### config.mk
export PLATFORM = sky130hd
export DESIGN_NAME = ledstring_sched
export DESIGN_NICKNAME = d
export VERILOG_FILES = /design/src/rtl/ledstring_sched_pkg.sv /design/src/rtl/ledstring_arb.sv /design/src/rtl/ledstring_sched.sv
export SDC_FILE = /design/constraint.sdc
export NUM_CORES = 1
export LEC_CHECK = 0
export ABC_AREA = 1
export BUFFER_PORTS_ARGS = -buffer_cell sky130_fd_sc_hd__buf_2
export CORE_MARGIN = 10
export CORE_UTILIZATION = 55
export CTS_BUF_LIST = sky130_fd_sc_hd__clkbuf_2 sky130_fd_sc_hd__clkbuf_4 sky130_fd_sc_hd__clkbuf_8
export DETAILED_ROUTE_END_ITERATION = 12
export PLACE_DENSITY = 0.82
export SLEW_MARGIN = 20
export SYNTH_ARGS = -nofsm -noshare
export SYNTH_HDL_FRONTEND = slang
export SYNTH_SLANG_ARGS = --single-unit
### constraint.sdc
create_clock -name clk -period 2.5 [get_ports clk]
set_clock_uncertainty 0.05 [all_clocks]
set_input_delay 0.5 -clock clk [delete_from_list [all_inputs] [get_ports clk]]
set_output_delay 0.5 -clock clk [all_outputs]
set_load 0.05 [all_outputs]
### src/rtl/ledstring_sched_pkg.sv
// Shared definitions for the LED string frame scheduler: peripheral CSR layout,
// peripheral word addresses, config register indices and sequencer states.
package ledstring_sched_pkg;

    localparam int CSR_STRT   = 31;
    localparam int CSR_BSY    = 30;
    localparam int CSR_LEN_HI = 24;
    localparam int CSR_LEN_LO = 16;
    localparam int LEN_W      = CSR_LEN_HI - CSR_LEN_LO + 1;

    localparam int STAT_BUSY = 0;
    localparam int STAT_DONE = 1;
    localparam int STAT_OVR  = 2;

    typedef enum logic [9:0] {
        PERIPH_CSR  = 10'h000,
        PERIPH_GLOB = 10'h001
    } periph_addr_e;

    typedef enum logic [1:0] {
        REG_CTRL   = 2'd0,
        REG_PERIOD = 2'd1,
        REG_STATUS = 2'd2,
        REG_FCNT   = 2'd3
    } reg_idx_e;

    typedef enum int {
        CTRL_EN     = 0,
        CTRL_TRIG   = 1,
        CTRL_IRQ_EN = 3
    } ctrl_bit_e;

    typedef enum logic [2:0] {
        ST_IDLE = 3'd0,
        ST_WAIT = 3'd1,
        ST_KICK = 3'd2,
        ST_POLL = 3'd3,
        ST_DONE = 3'd4
    } sched_state_e;

    // CSR word that starts a refresh of len LEDs.
    function automatic logic [31:0] kick_word(input logic [LEN_W-1:0] len);
        kick_word = '0;
        kick_word[CSR_STRT] = 1'b1;
        kick_word[CSR_LEN_HI:CSR_LEN_LO] = len;
    endfunction

endpackage

### src/rtl/ledstring_arb.sv
// 2:1 round-robin Wishbone arbiter/mux sharing the LED string port between the
// host pass-through and the scheduler sequencer; one idle cycle between transfers.
module ledstring_arb (
    input  logic        clk,
    input  logic        rst_n,
    input  logic        h_req,
    input  logic [9:0]  h_addr,
    input  logic [31:0] h_wdata,
    input  logic        h_we,
    output logic        h_ack,
    output logic [31:0] h_rdata,
    input  logic        s_req,
    input  logic [9:0]  s_addr,
    input  logic [31:0] s_wdata,
    input  logic        s_we,
    output logic        s_ack,
    output logic [31:0] s_rdata,
    output logic [9:0]  m_addr,
    output logic [31:0] m_wdata,
    output logic        m_we,
    output logic        m_cyc,
    input  logic [31:0] m_rdata,
    input  logic        m_ack
);

    // owner/rr_last encoding: 0 = host, 1 = sched
    logic active_reg, gap_reg, owner_reg, rr_last_reg;
    logic [9:0]  addr_reg;
    logic [31:0] wdata_reg, h_rdata_reg;
    logic        we_reg;
    logic        port_idle, grant_sched;

    always_comb begin
        port_idle = !active_reg && !gap_reg;
        if (h_req && s_req) begin
            grant_sched = !rr_last_reg;
        end else begin
            grant_sched = s_req;
        end
    end

    always_ff @(posedge clk or negedge rst_n) begin
        if (!rst_n) begin
            active_reg  <= 1'b0;
            gap_reg     <= 1'b0;
            owner_reg   <= 1'b0;
            rr_last_reg <= 1'b1;
            addr_reg    <= '0;
            wdata_reg   <= '0;
            we_reg      <= 1'b0;
            h_rdata_reg <= '0;
        end else begin
            gap_reg <= 1'b0;
            if (active_reg) begin
                if (m_ack) begin
                    active_reg <= 1'b0;
                    gap_reg    <= 1'b1;
                    if (!owner_reg) begin
                        h_rdata_reg <= m_rdata;
                    end
                end
            end else if (port_idle && (h_req || s_req)) begin
                active_reg  <= 1'b1;
                owner_reg   <= grant_sched;
                rr_last_reg <= grant_sched;
                addr_reg    <= grant_sched ? s_addr  : h_addr;
                wdata_reg   <= grant_sched ? s_wdata : h_wdata;
                we_reg      <= grant_sched ? s_we    : h_we;
            end
        end
    end

    assign m_cyc   = active_reg;
    assign m_addr  = addr_reg;
    assign m_wdata = wdata_reg;
    assign m_we    = we_reg;
    assign h_ack   = active_reg && m_ack && !owner_reg;
    assign s_ack   = active_reg && m_ack && owner_reg;
    assign h_rdata = h_rdata_reg;
    assign s_rdata = m_rdata;

endmodule

### src/rtl/ledstring_sched.sv
// LED string frame scheduler: config slave, period tick and kick/poll sequencer.
// Optional frame-done interrupt enable bit (CTRL[3]) under macro LEDSCHED_IRQ_EN.
module ledstring_sched
    import ledstring_sched_pkg::*;
#(
    parameter int PERIOD_W = 24,
    parameter int CNT_W    = 16
) (
    input  logic        clk,
    input  logic        rst_n,
    input  logic [1:0]  c_addr,
    input  logic [31:0] c_wdata,
    output logic [31:0] c_rdata,
    input  logic        c_we,
    input  logic        c_cyc,
    output logic        c_ack,
    input  logic [9:0]  h_addr,
    input  logic [31:0] h_wdata,
    output logic [31:0] h_rdata,
    input  logic        h_we,
    input  logic        h_cyc,
    output logic        h_ack,
    output logic [9:0]  m_addr,
    output logic [31:0] m_wdata,
    input  logic [31:0] m_rdata,
    output logic        m_we,
    output logic        m_cyc,
    input  logic        m_ack,
    output logic        irq
);

    sched_state_e state_reg, state_next;
    logic                en_reg, trig_reg, done_reg, ovr_reg;
    logic [LEN_W-1:0]    len_reg;
    logic [PERIOD_W-1:0] period_reg, tick_cnt_reg;
    logic [CNT_W-1:0]    fcnt_reg;
    logic                c_ack_reg;
    logic [31:0]         c_rdata_reg, rd_word;
    logic                cfg_req, cfg_wr, cfg_rd, tick, busy;
    logic                s_req, s_we, s_ack;
    logic [31:0]         s_rdata;
    logic                unused_bits;
`ifdef LEDSCHED_IRQ_EN
    logic                irq_en_reg;
`endif

    assign cfg_req = c_cyc && !c_ack_reg;
    assign cfg_wr  = cfg_req && c_we;
    assign cfg_rd  = cfg_req && !c_we;
    assign busy    = (state_reg != ST_IDLE) && (state_reg != ST_WAIT);
    assign tick    = en_reg && (period_reg != '0) && (tick_cnt_reg == period_reg - PERIOD_W'(1));

    always_comb begin
        rd_word = '0;
        case (c_addr)
            REG_CTRL: begin
                rd_word[CTRL_EN] = en_reg;
                rd_word[CSR_LEN_HI:CSR_LEN_LO] = len_reg;
`ifdef LEDSCHED_IRQ_EN
                rd_word[CTRL_IRQ_EN] = irq_en_reg;
`endif
            end
            REG_PERIOD: rd_word[PERIOD_W-1:0] = period_reg;
            REG_STATUS: begin
                rd_word[STAT_BUSY] = busy;
                rd_word[STAT_DONE] = done_reg;
                rd_word[STAT_OVR]  = ovr_reg;
            end
            default: rd_word[CNT_W-1:0] = fcnt_reg;
        endcase
    end

    always_comb begin
        state_next = state_reg;
        s_req      = 1'b0;
        s_we       = 1'b0;
        case (state_reg)
            ST_IDLE: begin
                if (trig_reg)    state_next = ST_KICK;
                else if (en_reg) state_next = ST_WAIT;
            end
            ST_WAIT: begin
                if (tick || trig_reg) state_next = ST_KICK;
                else if (!en_reg)     state_next = ST_IDLE;
            end
            ST_KICK: begin
                s_req = 1'b1;
                s_we  = 1'b1;
                if (s_ack) state_next = ST_POLL;
            end
            ST_POLL: begin
                s_req = 1'b1;
                if (s_ack && s_rdata[CSR_STRT:CSR_BSY] == 2'b00) state_next = ST_DONE;
            end
            ST_DONE: state_next = en_reg ? ST_WAIT : ST_IDLE;
            default: state_next = ST_IDLE;
        endcase
    end

    always_ff @(posedge clk or negedge rst_n) begin
        if (!rst_n) state_reg <= ST_IDLE;
        else        state_reg <= state_next;
    end

    always_ff @(posedge clk or negedge rst_n) begin
        if (!rst_n) begin
            c_ack_reg    <= 1'b0;
            c_rdata_reg  <= '0;
            trig_reg     <= 1'b0;
            en_reg       <= 1'b0;
            len_reg      <= '0;
            period_reg   <= '0;
            tick_cnt_reg <= '0;
            done_reg     <= 1'b0;
            ovr_reg      <= 1'b0;
            fcnt_reg     <= '0;
`ifdef LEDSCHED_IRQ_EN
            irq_en_reg   <= 1'b0;
`endif
        end else begin
            c_ack_reg   <= cfg_req;
            c_rdata_reg <= cfg_rd ? rd_word : '0;
            trig_reg    <= cfg_wr && (c_addr == REG_CTRL) && c_wdata[CTRL_TRIG];
            if (cfg_wr && c_addr == REG_CTRL) begin
                en_reg  <= c_wdata[CTRL_EN];
                len_reg <= c_wdata[CSR_LEN_HI:CSR_LEN_LO];
`ifdef LEDSCHED_IRQ_EN
                irq_en_reg <= c_wdata[CTRL_IRQ_EN];
`endif
            end
            if (cfg_wr && c_addr == REG_PERIOD) period_reg <= c_wdata[PERIOD_W-1:0];

            if (!en_reg || tick)        tick_cnt_reg <= '0;
            else if (period_reg != '0)  tick_cnt_reg <= tick_cnt_reg + PERIOD_W'(1);

            // Set wins over a simultaneous write-1-to-clear.
            if (cfg_wr && c_addr == REG_STATUS && c_wdata[STAT_DONE]) done_reg <= 1'b0;
            if (state_reg == ST_DONE) done_reg <= 1'b1;
            if (cfg_wr && c_addr == REG_STATUS && c_wdata[STAT_OVR]) ovr_reg <= 1'b0;
            if (tick && state_reg != ST_WAIT) ovr_reg <= 1'b1;

            if (state_reg == ST_DONE) fcnt_reg <= fcnt_reg + CNT_W'(1);
        end
    end

    ledstring_arb u_arb (
        .clk     (clk),
        .rst_n   (rst_n),
        .h_req   (h_cyc),
        .h_addr  (h_addr),
        .h_wdata (h_wdata),
        .h_we    (h_we),
        .h_ack   (h_ack),
        .h_rdata (h_rdata),
        .s_req   (s_req),
        .s_addr  (PERIPH_CSR),
        .s_wdata (kick_word(len_reg)),
        .s_we    (s_we),
        .s_ack   (s_ack),
        .s_rdata (s_rdata),
        .m_addr  (m_addr),
        .m_wdata (m_wdata),
        .m_we    (m_we),
        .m_cyc   (m_cyc),
        .m_rdata (m_rdata),
        .m_ack   (m_ack)
    );

    assign c_ack       = c_ack_reg;
    assign c_rdata     = c_rdata_reg;
    assign unused_bits = ^{c_wdata, s_rdata};

`ifdef LEDSCHED_IRQ_EN
    assign irq = done_reg && irq_en_reg;
`else
    assign irq = 1'b0;
`endif

endmodule

==> impl_summary.log, run 1 <==
[metrics] CTS Buf Count: 17
[metrics] type of destination of the critical path: register
[metrics] Setup Viol. Count Final: 0
[metrics] DRC violation total after the first TritonRoute iteration: ~570
[metrics] DIE AREA: approximately 22,000 µm²
[metrics] worst path setup slack after routing: approximately 0.2 ns
[metrics] CP startpoint: period_reg[1]
[metrics] wire per inst: roughly 16 µm
[metrics] synthesis-stage register bit count: 185
[metrics] fin crit share: about 92%
[metrics] overall track demand over capacity in global routing: 22.56%
[metrics] fraction of the yosys area taken by sequential cells: 52.34%
[metrics] number of synthesized flops with an enable pin: 0
[metrics] Syn. warnings: 0
[metrics] power per unit of standard cell area: approximately 1100 nW/µm²
[metrics] Arrival @ worst endpoint: 2.62 ns
[metrics] R2R cell count: 16
[metrics] top fanout value on the critical path: 8
[metrics] Sw Pwr: between 5 and 6 mW
[metrics] number of global-route vias before repair: between 7,000 and 8,000
[metrics] placeable core area: 15,830 µm²
[metrics] Final min period: ~2.3 ns
[metrics] number of antenna violations at the first check in global routing: 1
[metrics] total number of placement rows: 46
[metrics] GR Overflow Total: 0
[metrics] unrepaired setup endpoints after global routing: false
[metrics] fraction of registers with async set/reset: 100.0%
[metrics] Initial Util: a little under three fifths
[metrics] post-synthesis area per instance: a little over 8 µm²
[metrics] post-detailed-routing wire length: 24.93 mm
[metrics] chip width: about 150 µm
[metrics] endpoint of the worst register-to-register path: state_reg[0]
[metrics] Post-Route Utilization: around two thirds
[metrics] instance area after placement: just over 10,000 µm²
[metrics] classification of the worst-slack hold path: in -> reg
[metrics] worst hold margin: approximately 0.17 ns
[metrics] Max Cap Viol: 0
[metrics] result of the run: finished, final reports clean
[metrics] # H-tree levels: 4
[metrics] worst ir drop on vdd: around 0.89 mV
[metrics] predominant post-synthesis flop cell: sky130_fd_sc_hd__dfrtp_1
[metrics] Leakage Power: roughly 5.6 nW
[metrics] worst setup slack for register-to-register paths: ~0.20 ns
[metrics] clock transition at the registers of the reported paths: around 0.11 ns
[metrics] Rel. slew slack: between 60% and 70%
[metrics] Worst Tran Pin Value: about 0.60 ns
[metrics] portion of total power attributed to sequential cells: between 30% and 40%
[metrics] # IOs: 226
[metrics] Clock Latency Late Sink: between 0.4 and 0.5 ns
[metrics] summed area of non-filler cells in the final layout: 10,710 µm²
[metrics] cell internal power dissipation: about 6.0 mW
[metrics] detailed-router iteration count before antenna repair: 6
[metrics] maximum number of pins on one net before global-route repair: 69
[metrics] fraction of power consumed by combinational cells: roughly 46%
[metrics] fraction of layout instances using a drive strength above 1: around 24%
[metrics] Final TNS setup: 0 ns
[metrics] worst reg2reg path startpoint: period_reg[1]
[metrics] cell at the root of the clock tree: sky130_fd_sc_hd__clkbuf_8
[metrics] final RePlAce weighted congestion: between 0.9 and 1
[metrics] nets: 1,407
[metrics] global-route wire length before repair: roughly 39 mm
[metrics] final hold violations: 0
[metrics] synthesized netlist cell count: 1,067
[metrics] class of the most critical setup path: reg -> reg
[metrics] CP startpoint kind: register
[metrics] detailed placement HPWL: about 19 mm
[metrics] number of DRC violations after detailed routing: 0
[metrics] capturing element of the worst setup path: state_reg[0]
[metrics] total via count in the routed design: about 7,800
[metrics] final count of pins violating max slew: 0
[metrics] Clk pwr share: between 10% and 20%
[metrics] fraction of power spent switching nets: roughly half
[metrics] buffer depth of the longest clock path: 2
[metrics] maximum clock frequency: around 440 MHz
[metrics] buffers added on ports: 210
[metrics] clock sinks: roughly 190
[metrics] area delta synth->final: 21.00%
[metrics] netlist area before placement: 8847 µm²
[metrics] TritonCTS clock tree: done
[metrics] Detail Route Antenna Nets: 0
[metrics] Die Y: roughly 150 µm
[metrics] Synth cell types: 43
[metrics] placement-stage worst setup slack: around 0.17 ns
[metrics] required time at the endpoint of the critical path: 2.83 ns
[metrics] post-DR vias/cell: between 5 and 6
stage by stage:
stage,std cells,power [mW]
floorplan,1074,8.292
global placement,1483,9.714
detailed placement,1483,9.857
CTS,1516,11.92
global route,1518,12.58
finish,1520,11.90
cells by family (layout without fill, tap and decap cells):
kind of cell	Yosys count	count (layout)	share of synthesized area (%)
AND/OR/NAND/NOR	565	565	27.05
flip-flops	185	185	52.34
buffers and inverters	125	352	5.968
AO/OA/AOI/OAI	124	124	7.354
XOR/XNOR	53	53	5.402
multiplexers	10	10	1.273
adder cells (fa/ha/maj)	4	4	0.5657
other	1	11	0.04239
power groups by stage:
stage / Sequential (mW) / Combinational, mW / Clock (mW)
after CTS: 4.38 / 5.44 / 2.10
after floorplan: 6.45 / 1.85 / 0
after detailed placement: 4.44 / 5.42 / 0
final: 4.40 / 5.41 / 2.09
after global routing: 4.50 / 5.85 / 2.23
after global placement: 4.40 / 5.32 / 0
worst min path at each step:
stage,start,to,slack (ns),depth (start not counted)
5_1_grt,m_rdata[2],u_arb.h_rdata[2],0.16,3
6_report,c_wdata[13],period_reg[13],0.17,3
4_1_cts,m_rdata[2],u_arb.h_rdata[2],0.15,3
2_1_floorplan,rst_n,c_ack,0.15,0
3_3_place_gp,u_arb.h_rdata[14],u_arb.h_rdata[14],0.40,2
3_5_place_dp,u_arb.h_rdata[24],u_arb.h_rdata[24],0.40,2
cells in the mapped netlist (2+ instances only):
cell	n	area, µm²
sky130_fd_sc_hd__nand4_1	14	87.58
sky130_fd_sc_hd__ha_1	4	50.05
sky130_fd_sc_hd__dfrtp_1	184	4604
sky130_fd_sc_hd__o21a_1	2	15.01
sky130_fd_sc_hd__buf_4	8	60.06
sky130_fd_sc_hd__mux2_2	10	112.6
sky130_fd_sc_hd__nand2_2	5	31.28
sky130_fd_sc_hd__xnor2_1	11	96.34
sky130_fd_sc_hd__inv_1	81	304.0
sky130_fd_sc_hd__buf_6	3	33.78
sky130_fd_sc_hd__xor2_1	41	359.1
sky130_fd_sc_hd__nand2_1	368	1381
sky130_fd_sc_hd__a21oi_1	43	215.2
sky130_fd_sc_hd__nand3b_1	6	45.04
sky130_fd_sc_hd__nor3_1	14	70.07
sky130_fd_sc_hd__buf_2	5	25.02
sky130_fd_sc_hd__clkbuf_1	27	101.4
sky130_fd_sc_hd__nor2_2	4	25.02
sky130_fd_sc_hd__o221ai_1	2	17.52
sky130_fd_sc_hd__nand3_2	3	30.03
sky130_fd_sc_hd__nand2_4	2	22.52
sky130_fd_sc_hd__nor2_4	5	56.30
sky130_fd_sc_hd__and3_1	3	18.77
sky130_fd_sc_hd__nand3_1	35	175.2
sky130_fd_sc_hd__nor2_1	96	360.4
sky130_fd_sc_hd__o21ai_0	69	345.3
sky130_fd_sc_hd__o21bai_1	2	15.01
sky130_fd_sc_hd__nor4_1	5	31.28
what timing repair did:
item,CTS,global route
hold buffers,1,0
buffers inserted,0,1
setup endpoints to repair,0,26
hold endpoints to repair,56,0
resized for setup,0,8
worst max-delay path, cell delays in order, from the launching register on:
cell	delay, ns
sky130_fd_sc_hd__dfrtp_1	0.40
sky130_fd_sc_hd__inv_1	0.09
sky130_fd_sc_hd__ha_2	0.21
sky130_fd_sc_hd__nand2_2	0.13
sky130_fd_sc_hd__nor2_4	0.24
sky130_fd_sc_hd__nand2_1	0.13
sky130_fd_sc_hd__xor2_1	0.15
sky130_fd_sc_hd__inv_1	0.06
sky130_fd_sc_hd__nand2_1	0.04
sky130_fd_sc_hd__nor2_1	0.08
sky130_fd_sc_hd__nand2_1	0.06
sky130_fd_sc_hd__nor2_1	0.12
sky130_fd_sc_hd__nand2_2	0.15
sky130_fd_sc_hd__nand3_2	0.10
sky130_fd_sc_hd__nand2_2	0.07
sky130_fd_sc_hd__nand2_1	0.06
sky130_fd_sc_hd__nand2_1	0.05
per-layer routing:
| metal | vias to the layer above | track usage (%) | wire [µm] |
|---|---|---|---|
| met3 | 43 | 4.760 | 1574 |
| met1 | 3684 | 27.07 | 10190 |
| li1 | 3815 | - | - |
| met4 | 0 | 7.908 | 629 |
| met2 | 274 | 39.22 | 12540 |
| met5 | - | 0 | 0 |
cells in the final DEF, fill, tap and decap left out, drive strengths merged:
cell / Yosys / final
nand3b: 6 / 6
nor4: 6 / 6
a21oi: 44 / 44
mux2: 10 / 10
xnor3: 1 / 1
o221ai: 2 / 2
xnor2: 11 / 11
inv: 82 / 90
dfstp: 1 / 1
nand3: 38 / 38
o21a: 2 / 2
and3: 3 / 3
dfrtp: 184 / 184
xor2: 41 / 41
clkinv: 0 / 5
conb: 1 / 8
clkbuf: 27 / 18
o21ai: 70 / 70
a31oi: 1 / 1
o211ai: 1 / 1
nand2: 375 / 375
bufinv: 0 / 1
nor3: 14 / 14
nand4: 14 / 14
a221oi: 1 / 1
buf: 16 / 236
or2: 2 / 2
o22ai: 1 / 1
nor3b: 2 / 2
ha: 4 / 4
nor2: 105 / 105
diode: 0 / 3
o21bai: 2 / 2
clkinvlp: 0 / 1
dlygate4sd3: 0 / 1
cell type report:
class | instances | area, µm²
Clock buffer | 17 | 234.0
Fill cell | 1290 | 5122
Sequential cell | 185 | 4632
Inverter | 82 | 307.8
Clock inverter | 15 | 180.2
Antenna cell | 3 | 7.507
Tap cell | 216 | 270.3
Timing Repair Buffer | 238 | 1323
Multi-Input combinational cell | 764 | 3751
Note: power is estimated with default switching activity, not from simulation.
==> run 2: changes to the inputs <==
--- a/config.mk
+++ b/config.mk
@@ -8,11 +8,12 @@
 export ABC_AREA = 1
 export BUFFER_PORTS_ARGS = -buffer_cell sky130_fd_sc_hd__buf_2
 export CORE_MARGIN = 10
-export CORE_UTILIZATION = 55
+export CORE_UTILIZATION = 56
 export CTS_BUF_LIST = sky130_fd_sc_hd__clkbuf_2 sky130_fd_sc_hd__clkbuf_4 sky130_fd_sc_hd__clkbuf_8
 export DETAILED_ROUTE_END_ITERATION = 12
 export PLACE_DENSITY = 0.82
 export SLEW_MARGIN = 20
 export SYNTH_ARGS = -nofsm -noshare
 export SYNTH_HDL_FRONTEND = slang
+export SYNTH_HIERARCHICAL = 1
 export SYNTH_SLANG_ARGS = --single-unit
==> run 2 against run 1 <==
Effect of this change:
- worst setup slack improved by 0.021 ns
- global-route usage decreased by 0.16 points
- synthesized cell count increased by 17%
- flip-flop and latch count unchanged
- cell count increased by 14%
- largest power group unchanged
- die area increased by 7.0%
- highest routed layer unchanged
==> impl_summary.log, run 2 <==
[metrics] type of destination of the critical path: register
[metrics] Initial Util: 56.69% (+0.80 points)
[metrics] post-synthesis area per instance: 7.790 µm² (-6.0%)
[metrics] top library cells by usage in the layout, fill and taps aside: sky130_fd_sc_hd__nand2_1 (419), sky130_fd_sc_hd__buf_2 (209), sky130_fd_sc_hd__dfrtp_1 (183), sky130_fd_sc_hd__inv_1 (168), sky130_fd_sc_hd__nand3_1 (114)
[metrics] synthesized netlist cell count: 1,250 (+17%)
[metrics] # IOs: 226 (unchanged)
[metrics] maximum number of pins on one net before global-route repair: 62 (-10%)
[metrics] final count of pins violating max slew: 0 (unchanged)
[metrics] count of placed standard cells including taps: 1,701 (+15%)
[metrics] clock transition at the registers of the reported paths: 0.10 ns (about the same)
[metrics] chip width: 151.9 µm (+3.4%)
[metrics] final RePlAce weighted congestion: 0.9023 (-5.2%)
[metrics] portion of total power attributed to sequential cells: 34.5% (-2.5 points)
[metrics] wire per inst: 15.27 µm (-6.9%)
[metrics] final hold violations: 0 (unchanged)
[metrics] area delta synth->final: 19.45%
[metrics] detailed placement HPWL: 20.06 mm (+5.4%)
[metrics] post-DR vias/cell: 5.064 (-1.5%)
[metrics] worst ir drop on vdd: 0.7128 mV (-20%)
[metrics] unrepaired setup endpoints after global routing: false
[metrics] Setup Viol. Count Final: 0 (unchanged)
[metrics] result of the run: finished, final reports clean
[metrics] clock sinks: 185 (unchanged)
[metrics] Syn. warnings: 6 (+6)
[metrics] fin crit share: 91.05% (-0.86 points)
[metrics] fraction of layout instances using a drive strength above 1: 22.88% (-1.4 points)
[metrics] Rel. slew slack: 43.09% (-17 points)
[metrics] placeable core area: 17,180 µm² (+8.5%)
[metrics] class of the most critical setup path: reg -> reg
[metrics] Critical-path top delay cell: sky130_fd_sc_hd__dfrtp_1
[metrics] nets: 1,616 (+15%)
[metrics] Arrival @ worst endpoint: 2.59 ns (-0.03 ns)
[metrics] power per unit of standard cell area: 1103 nW/µm² (-0.76%)
[metrics] crit-path most repeated cell: sky130_fd_sc_hd__nand2_1
[metrics] cell-by-cell trace of the critical path: nor2_1 > nand2_2 > nor2_8 > nand2_1 > xor2_1 > nand2_1 > nor2_1 > nand2_1 > nor2_2 > nand3_2 > buf_4 > nand3_2 > nand2_2 > nand2_1 > o21ai_1
[metrics] cell at the root of the clock tree: sky130_fd_sc_hd__clkbuf_8
[metrics] buffers added on ports: 210 (unchanged)
[metrics] total number of placement rows: 48 (+4.3%)
[metrics] classification of the worst-slack hold path: in -> reg
[metrics] number of global-route vias before repair: 8,525 (+12%)
[metrics] number of antenna violations at the first check in global routing: 4 (+3)
[metrics] number of buffers and inverters on the critical path: 1 (-1)
[metrics] FILL cells: 1,449 (+12%)
[metrics] overall track demand over capacity in global routing: 22.40% (-0.16 points)
[metrics] number of DRC violations after detailed routing: 0 (unchanged)
[metrics] Final min period: 2.276 ns (-0.02141 ns)
[metrics] Clock Latency Late Sink: 0.47 ns (about the same)
[metrics] Detail Route Antenna Nets: 0 (unchanged)
[metrics] GR Overflow Total: 0 (unchanged)
[metrics] Worst path top cell family by delay: simple AND/OR/NAND/NOR gates
[metrics] fraction of power consumed by combinational cells: 50.2% (+4.7 points)
[metrics] required time at the endpoint of the critical path: 2.81 ns (-0.02 ns)
[metrics] TritonCTS clock tree: done
[metrics] Final TNS setup: 0 ns (unchanged)
[metrics] fin cells: 1,737 (+14%)
[metrics] total via count in the routed design: 8,797 (+13%)
[metrics] buffer depth of the longest clock path: 2 (unchanged)
[metrics] global-route wire length before repair: 43.13 mm (+9.5%)
[metrics] Max Cap Viol: 0 (unchanged)
[metrics] Die Y: 151.9 µm (+3.4%)
[metrics] post-detailed-routing wire length: 26.53 mm (+6.4%)
[metrics] CP startpoint kind: register
[metrics] Worst Tran Pin Value: 0.8506 ns (+0.2527 ns)
[metrics] detailed-router iteration count before antenna repair: 6 (unchanged)
[metrics] netlist area before placement: 9738 µm² (+10%)
[metrics] cell internal power dissipation: 6.406 mW (+7.1%)
[metrics] Clk pwr share: 15.4% (-2.1 points)
[metrics] commonest non-fill, non-tap cell in the layout: sky130_fd_sc_hd__nand2_1
[metrics] Sw Pwr: 6.430 mW (+8.6%)
[metrics] CTS Buf Count: 17 (unchanged)
[metrics] maximum clock frequency: 439.3 MHz (+0.94%)
[metrics] largest stage delay on the critical path: 0.47 ns (+0.07 ns)
[metrics] DRC violation total after the first TritonRoute iteration: 659 (+16%)
[metrics] fraction of power spent switching nets: 50.09% (+0.34 points)
[metrics] Leakage Power: 6.219 nW (+12%)
[metrics] DIE AREA: 23,060 µm² (+7.0%)
[metrics] top fanout value on the critical path: 7 (-1)
[metrics] # H-tree levels: 4 (unchanged)
run 2: layout make-up:
cell class	count	area (µm²)	area share [%]
Multi-Input combinational cell	878	4328	37.21
Inverter	173	651.9	5.604
Clock inverter	11	123.9	1.065
Tap cell	225	281.5	2.420
Timing Repair Buffer	242	1350	11.61
Clock buffer	19	255.2	2.194
Sequential cell	185	4632	39.82
Antenna cell	4	10.01	0.08605
run 2: final timing paths:
check	startpoint	to	slack, ns	cells past startpoint
max	period_reg[6]	state_reg[0]	0.22	15
min	m_ack	u_arb/m_cyc	0.17	2
max reg2reg	period_reg[6]	state_reg[0]	0.22	15
min reg2reg	u_arb/h_rdata[19]	u_arb/h_rdata[19]	0.43	2
max in group asynchronous	rst_n	u_arb/m_addr[6]	1.15	3
min in group asynchronous	rst_n	fcnt_reg[0]	0.48	2
run 2: power by group through the flow:
stage / Clock (mW) / Sequential [mW] / Combinational, mW
final: 1.97 / 4.42 / 6.44
after global routing: 2.14 / 4.52 / 6.99
after CTS: 2.01 / 4.40 / 6.43
after detailed placement: 0 / 4.45 / 6.41
after global placement: 0 / 4.43 / 6.27
after floorplan: 0 / 6.50 / 2.72
run 2: repair_timing:
action | 4_1_cts | 5_1_grt
setup endpoints to repair | 0 | 26
buffers inserted | 0 | 1
resized for setup | 0 | 8
endpoints found under the hold margin | 47 | 0
hold buffers | 1 | 0
run 2: layer usage:
metal	GRT usage [%]	up-vias	routed length, µm
li1	-	4305	-
met4	8.620	0	769
met5	0	-	0
met3	4.742	60	1588
met1	27.90	4127	11100
met2	37.35	305	13070
run 2: stage by stage:
stage	worst slack [ns]	total power [mW]	hold WS [ns]	cell area [µm²]	util (%)
2_1_floorplan	0.4110	9.224	0.1544	9884	-
3_3_place_gp	0.2254	10.70	0.3961	11200	65.18
3_5_place_dp	0.1804	10.87	0.4095	11200	65.18
4_1_cts	0.1775	12.84	0.1453	11580	67.45
5_1_grt	0.006372	13.65	0.1533	11630	67.72
6_report	0.2237	12.84	0.1702	11630	67.72
